$ cat src/rtl/sudoku_board_dumper.sv
`default_nettype none
// ============================================================================
//  Module   : sudoku_board_dumper
//  Purpose  : Snapshots the 9x9 Sudoku board on request and streams it to the
//             UART transmitter as 99 ASCII bytes (9 rows of 9 characters,
//             each row followed by CR LF), pacing every byte with the
//             transmitter's start/busy handshake.
//  Ports    : clk        - system clock
//             rst        - asynchronous, active-high reset
//             board_flat - board contents, cell (r,c) at [(r*9+c)*CELL_W +: CELL_W]
//             dump_req   - single-cycle request to transmit the board
//             tx_busy    - busy flag from the UART transmitter
//             tx_data    - byte presented to the transmitter (registered)
//             tx_start   - one-cycle start pulse to the transmitter (registered)
//             dump_busy  - high while a dump is in progress (registered)
//             dump_done  - one-cycle pulse after the final byte (registered)
//  Revision : 1.0 - initial release
// ============================================================================
module sudoku_board_dumper #(
    parameter int          CELL_W     = 4,
    parameter logic [7:0]  EMPTY_CHAR = 8'h2E,
    parameter logic [7:0]  BAD_CHAR   = 8'h3F
) (
    input  logic                  clk,
    input  logic                  rst,
    input  logic [81*CELL_W-1:0]  board_flat,
    input  logic                  dump_req,
    input  logic                  tx_busy,
    output logic [7:0]            tx_data,
    output logic                  tx_start,
    output logic                  dump_busy,
    output logic                  dump_done
);

    typedef enum logic [2:0] {
        S_IDLE      = 3'd0,
        S_SEND      = 3'd1,
        S_WAIT_ACK  = 3'd2,
        S_WAIT_DONE = 3'd3,
        S_FINISH    = 3'd4
    } state_t;

    localparam logic [3:0]        c_cr_col   = 4'd9;
    localparam logic [3:0]        c_last_col = 4'd10;
    localparam logic [3:0]        c_last_row = 4'd8;
    localparam logic [CELL_W-1:0] c_nine     = CELL_W'(9);

    state_t              r_state;
    state_t              w_state_nx;
    logic [3:0]          r_row;
    logic [3:0]          r_col;
    logic [3:0]          w_row_nx;
    logic [3:0]          w_col_nx;
    logic [7:0]          w_data_nx;
    logic                w_start_nx;
    logic                w_busy_nx;
    logic                w_done_nx;
    logic                w_snap_load;
    logic [CELL_W-1:0]   r_snap [0:80];
    logic [6:0]          w_idx;
    logic [CELL_W-1:0]   w_cell;
    logic [7:0]          w_char;

    // Private copy of the board so a dump in flight never tears when the
    // game core updates cells.
    always_ff @(posedge clk or posedge rst) begin
        if (rst) begin
            for (int i = 0; i < 81; i++) begin
                r_snap[i] <= '0;
            end
        end else if (w_snap_load) begin
            for (int i = 0; i < 81; i++) begin
                r_snap[i] <= board_flat[i*CELL_W +: CELL_W];
            end
        end
    end

    // CR/LF columns have no cell behind them; point at cell 0 to keep the
    // index inside the array.
    assign w_idx  = (r_col < c_cr_col) ? ({3'b000, r_row} * 7'd9 + {3'b000, r_col}) : 7'd0;
    assign w_cell = r_snap[w_idx];

    always_comb begin
        w_char = 8'h00;
        if (r_col == c_cr_col) begin
            w_char = 8'h0D;
        end else if (r_col == c_last_col) begin
            w_char = 8'h0A;
        end else if (w_cell == '0) begin
            w_char = EMPTY_CHAR;
        end else if (w_cell > c_nine) begin
            w_char = BAD_CHAR;
        end else begin
            w_char = 8'h30 + 8'(w_cell);
        end
    end

    always_comb begin
        w_state_nx  = r_state;
        w_row_nx    = r_row;
        w_col_nx    = r_col;
        w_data_nx   = tx_data;
        w_start_nx  = 1'b0;
        w_busy_nx   = dump_busy;
        w_done_nx   = 1'b0;
        w_snap_load = 1'b0;
        case (r_state)
            S_IDLE: begin
                if (dump_req) begin
                    w_snap_load = 1'b1;
                    w_row_nx    = 4'd0;
                    w_col_nx    = 4'd0;
                    w_busy_nx   = 1'b1;
                    w_state_nx  = S_SEND;
                end
            end
            S_SEND: begin
                // Data is reloaded every SEND cycle; position is frozen here,
                // so the byte is settled by the time start is seen.
                w_data_nx = w_char;
                if (!tx_busy) begin
                    w_start_nx = 1'b1;
                    w_state_nx = S_WAIT_ACK;
                end
            end
            S_WAIT_ACK: begin
                if (tx_busy) begin
                    w_state_nx = S_WAIT_DONE;
                end
            end
            S_WAIT_DONE: begin
                if (!tx_busy) begin
                    if (r_col != c_last_col) begin
                        w_col_nx   = r_col + 4'd1;
                        w_state_nx = S_SEND;
                    end else if (r_row != c_last_row) begin
                        w_col_nx   = 4'd0;
                        w_row_nx   = r_row + 4'd1;
                        w_state_nx = S_SEND;
                    end else begin
                        w_state_nx = S_FINISH;
                    end
                end
            end
            S_FINISH: begin
                w_done_nx  = 1'b1;
                w_busy_nx  = 1'b0;
                w_state_nx = S_IDLE;
            end
            default: begin
                w_state_nx = S_IDLE;
            end
        endcase
    end

    always_ff @(posedge clk or posedge rst) begin
        if (rst) begin
            r_state   <= S_IDLE;
            r_row     <= 4'd0;
            r_col     <= 4'd0;
            tx_data   <= 8'h00;
            tx_start  <= 1'b0;
            dump_busy <= 1'b0;
            dump_done <= 1'b0;
        end else begin
            r_state   <= w_state_nx;
            r_row     <= w_row_nx;
            r_col     <= w_col_nx;
            tx_data   <= w_data_nx;
            tx_start  <= w_start_nx;
            dump_busy <= w_busy_nx;
            dump_done <= w_done_nx;
        end
    end

endmodule
`default_nettype wire

$ cat config.mk
export PLATFORM = sky130hd
export DESIGN_NAME = sudoku_board_dumper
export DESIGN_NICKNAME = d
export VERILOG_FILES = /design/src/rtl/sudoku_board_dumper.sv
export SDC_FILE = /design/constraint.sdc
export NUM_CORES = 1
export LEC_CHECK = 0
export BUFFER_PORTS_ARGS = -buffer_cell sky130_fd_sc_hd__clkbuf_2
export CAP_MARGIN = 25
export CORE_ASPECT_RATIO = 1.2
export CORE_MARGIN = 5
export CORE_UTILIZATION = 50
export CTS_BUF_LIST = sky130_fd_sc_hd__clkbuf_8
export DETAILED_ROUTE_END_ITERATION = 8
export GPL_TIMING_DRIVEN = 0
export PLACE_DENSITY_LB_ADDON = 0.05
export SYNTH_ARGS = -nofsm -noshare
export SYNTH_HDL_FRONTEND = slang
export SYNTH_SLANG_ARGS = --single-unit
$ cat constraint.sdc
create_clock -name clk -period 27.8 [get_ports clk]
set_input_delay 5.56 -clock clk [delete_from_list [all_inputs] [get_ports clk]]
set_output_delay 5.56 -clock clk [all_outputs]
set_load 0.005 [all_outputs]
# Word-level counts from Yosys, hierarchy flattened
# Index checks and enable logic that the tools add are counted.
totals:
  ff_bits: 346
  in_bits: 328
  output_inout_bits: 11
  word_cells: 151
op_classes:
  add_sub_neg: 4
  mul: 1
  n_lt_le_gt_ge: 3
  n_eq_ne: 15
  muxes: 31
  bitwise_logic: 1
  n_reduce_logical: 8
ops:
  columns: ["operator", "n"]
  rows:
  - ["2-to-1 mux 4 bit", 9]
  - ["2-to-1 mux 7 bit", 5]
  - ["binary-select mux 4 bit (select 7 bit)", 1]
  - ["2-to-1 mux 3 bit", 6]
  - ["case mux 4 bit (2 select lines)", 2]
  - ["inequality test 2 bit, second input constant", 6]
  - ["case mux 3 bit (4 select lines)", 1]
  - ["adder 4 x 1 -> 4 bit, second input constant", 2]
  - ["== test 4 bit, second input constant", 2]
  - [">= comparator 8 bit, second input constant", 1]
  - ["inequality test 4 bit, second input constant", 2]
  - ["inverter 7 -> 8 bit", 1]
  - ["AND reduction 4 bit", 2]
  - ["adder 6 x 4 -> 7 bit, first input constant", 1]
  - ["adder 7 x 4 -> 7 bit", 1]
  - ["multiplier 4 x 4 -> 7 bit, second input constant", 1]
  - ["== test 3 x 2 -> 1 bit, second input constant", 2]
  - ["2-to-1 mux 1 bit", 6]
  - ["AND reduction 5 bit", 1]
  - ["> comparator 4 bit, second input constant", 1]
  - ["logical NOT 4 bit", 1]
  - ["less-than comparator 4 bit, second input constant", 1]
  - ["nonzero test 2 bit", 2]
  - ["== test 3 x 1 -> 1 bit, second input constant", 1]
  - ["other kinds (5)", 5]

# Logic depth before layout (Yosys ltp)
depth:
  depth_word: 12
  depth_mapped: 15
  depth_no_buf: 13

# Least setup slack after synthesis
# OpenSTA, ideal clock, no wires.
synth_path:
  kind: "input to register"
  startpoint: "in dump_req"
  endpoint: "reg r_snap[288] in the netlist's numbering"
  setup_ps: 125
  t_arrival_ps: 7120
  t_required_ps: 27675
  setup_slack_ps: 20555
  stages: 6
  path_buffers: 3
  cell_sequence: "nand2_1 > nor2_1 > clkbuf_1 > clkbuf_1 > clkbuf_1 > mux2_2"
synth_via:
  elab_chain_len: 2
synth_lines:
  columns: ["element", "line_no", "rtl"]
  rows:
  - ["from (decl)", "27", "input logic dump_req,"]
  - ["2-to-1 mux 1 bit", "109", "if (dump_req) begin"]
  - ["2-to-1 mux 1 bit", "107", "case (r_state)"]
  - ["to (signal, indexed assignment)", "73", "r_snap[i] <= board_flat[i*CELL_W +: CELL_W];"]
  - ["to (decl)", "59", "logic [CELL_W-1:0] r_snap [0:80];"]
# No other way between the ends.
# A chain may end at the register's enable or synchronous reset.

# Worst setup path after layout
layout_path:
  startpoint: "in dump_req"
  endpoint: "reg r_snap[286] in the netlist's numbering"
# The elaborated chain is that of the path after synthesis.

==> flow_metrics.tcl <==
set metrics [dict create \
    post_cts_buffers 0 \
    yosys_warnings 0 \
    busiest_layer "met2" \
    fill_cells 2805 \
    grt_use_met1_pct 40.4 \
    finalWorstSetupSlack_ns 20.05 \
    use_met2_pct 51.7 \
    critical_path.endpoint_type "flip-flop" \
    cp-start-kind "input pin" \
    die_w_um 176 \
    dpl.hpwl_um 42700 \
    period_needed_ns 7.75 \
    synth_cells 1288 \
    remaining_drc_errors 0 \
    postSynth.asyncResetShare_pct 100 \
    io_pins 339 \
    cts_max_level 2 \
    synth_seq_cells 344 \
    status "finished clean" \
    required_ns 28.28 \
    ff2ff_path_depth 15 \
    worstSetupPathType "input pin to flip-flop" \
    cts_tree "built" \
    grt_first_pass_wirelength_um 85500 \
    globalplace.congestion 0.921 \
    tightest_slew_ns 1.20 \
    wl_per_cell_um 26.9 \
    initial_utilization_pct 50.3 \
    clk_latency_ns 0.62 \
    cp.arrival_ns 8.23 \
    die-height_um 210 \
    finClkSkew_ns 0.0367 \
    ant_nets 0 \
    slew_violations 0 \
    io_buffers 336 \
    maxCapViolCount 0 \
    dieArea_um2 37000 \
    cp_max_fo 10 \
    postRouteWirelength_um 58400 \
    regArea_um2 8610 \
    cts-buffers-inserted 55 \
    path_clk_slew_ns 0.06 \
    hold_violations 0 \
    power.leakage_nw 8.98 \
    final_layout_size_suffix_gt1_share_pct 48.1 \
    fin_util_pct 60.6 \
    via_per_inst 5.95 \
    power_density_nw_per_um2 141 \
    first_pass_iters 5 \
    grtUsageMet3_pct 6.58 \
    rsz0062_at_grt "no" \
    grt-ovfl-total 0 \
    ys.flop_type "dfrtp_1" \
    max-vdd-ir-drop_uv 69.7 \
    yosysSeqAreaShare_pct 51.9 \
    hold_path.class "flip-flop to flip-flop" \
    cts_buffer_depth 3 \
    routed-via-count 12900 \
    hold_depth 1 \
    avgSynthCellArea_um2 12.9 \
    relSlewSlack_pct 19.4 \
    synth_edf_count 0 \
    cts.repair.resized 0 \
    drt_iter0_markers 1003 \
    setup_viol 0 \
    floorplan.core_area_um2 33000 \
    fmax_ghz 0.129 \
    row_count 73 \
    syn_area_um2 16600 \
    hold_buffers 0 \
    fin_crit_sh_pct 27.9 \
    final_nets 2026 \
    cts-root-buf "clkbuf_8" \
    cts.sinks 344 \
    synth_cell_types 78 \
    grt_max_degree 128 \
    grt_use_total_pct 31.3 \
    grt_pass1_vias 13600 \
    setup_tns_ns 0 \
    area.growth.synth_to_final_pct 20.5 \
    multi_input_area_um2 7490 \
    antenna_found_initial 7 \
    pre_cts_ws_ns 19.48 \
]
cells in the mapped netlist (4+ instances only):
master	number	area [um^2]
a2111oi_0	5	43.8
a211o_1	10	87.6
a211oi_1	34	255
a21bo_2	5	50.1
a21o_1	6	45.0
a21oi_1	41	205
a221o_1	4	40.0
a221oi_1	18	158
a22oi_1	6	45.0
a31oi_1	5	31.3
a32oi_1	13	114
and2_1	6	37.5
and3_1	9	56.3
buf_1	4	15.0
buf_2	26	130
buf_4	6	45.0
buf_6	5	56.3
clkbuf_1	57	214
dfrtp_1	344	8610
ha_1	13	163
inv_1	11	41.3
mux2_2	347	3910
mux2i_1	40	400
mux4_2	9	203
nand2_1	45	169
nand2b_1	11	68.8
nand3_1	9	45.0
nor2_1	28	105
nor2b_1	18	113
nor3_1	13	65.1
nor3b_1	5	37.5
o211ai_1	6	45.0
o21ai_0	30	150
o21ai_1	4	20.0
o221ai_1	8	70.1
o22ai_1	13	81.3
o311ai_0	5	43.8
or3_1	4	25.0
xor2_1	4	35.0
where the power goes:
part	leakage (nW)	switching [mW]	total (mW)	internal (mW)
clock network	0.630	0.206	0.431	0.225
logic	4.25	0.878	1.49	0.615
registers	4.10	0.141	0.895	0.755
total	8.98	1.22	2.82	1.59
path summary, 6_finish.rpt:
kind	from	end	slack, ns
max in group asynchronous	rst	r_snap[241]	21.58
max	dump_req	r_snap[286]	20.05
min	r_snap[144]	r_snap[144]	0.50
min in group asynchronous	rst	r_snap[6]	5.10
min reg2reg	r_snap[144]	r_snap[144]	0.50
max reg2reg	r_row[1]	tx_data[1]	22.57
worst max-delay path, stage by stage:
cell      delay [ns]
clkbuf_2        0.07
nand2_1         0.13
nor2_1          0.30
clkbuf_1        0.70
clkbuf_1        0.49
clkbuf_1        0.57
mux2_2          0.41
metrics by stage:
step / hold slack (ns) / instances / total power, mW / area [um^2]
2_1_floorplan: 0.470 / 1289 / 1.81 / 16600
3_3_place_gp: 0.472 / 2075 / 2.33 / 18800
3_5_place_dp: 0.473 / 2077 / 2.36 / 18900
4_1_cts: 0.501 / 2174 / 2.80 / 20000
5_1_grt: 0.508 / 2174 / 2.95 / 20000
6_report: 0.499 / 2175 / 2.82 / 20000
final cells by class:
| cell class | instances | area share (%) |
|---|---|---|
| diodes | 1 | 0.0125 |
| inverters | 11 | 0.244 |
| well taps | 450 | 2.82 |
| clock buffers | 70 | 4.82 |
| clock inverters | 27 | 0.601 |
| plain buffers | 98 | 2.30 |
| flip-flops and latches | 344 | 43.1 |
| repair buffers | 338 | 8.69 |
| multi-input cells | 836 | 37.5 |
flip-flops by register name, indices dropped and copies added (netlist names):
signal	flops
dump_busy	1
dump_done	1
r_col	4
r_row	4
r_snap	324
r_state	3
tx_data	6
tx_start	1
per-layer routing:
metal / wire length (um) / up-vias
met5: 61 / -
li1: - / 5623
met1: 23200 / 6550
met2: 28300 / 596
met3: 4310 / 152
met4: 2540 / 10
cell usage in the layout (no fill, tap or decap), types with 8 or more instances in the layout:
cell,count
nand2b_1,11
nand3_1,9
a221oi_1,18
o22ai_1,13
o21ai_0,30
clkinv_2,8
clkbuf_2,336
a211o_1,10
a211oi_1,34
nand2_1,45
clkbuf_8,70
o221ai_1,8
clkbuf_1,57
a21oi_1,41
dfrtp_1,344
inv_1,27
mux2_2,347
a32oi_1,13
mux4_2,9
ha_1,13
buf_2,26
mux2i_1,40
nor2_1,28
nor2b_1,18
nor3_1,13
and3_1,9
kinds of logic after synthesis:
| kind of cell | synth area share [%] |
|---|---|
| buffers and inverters | 3.02 |
| AND/OR/NAND/NOR | 5.16 |
| multiplexers | 27.4 |
| adder cells (fa/ha/maj) | 1.10 |
| XOR/XNOR | 0.369 |
| other | 0.0226 |
| AO/OA/AOI/OAI | 11.1 |
| flip-flops | 51.9 |
(Power assumes the default switching activity.)
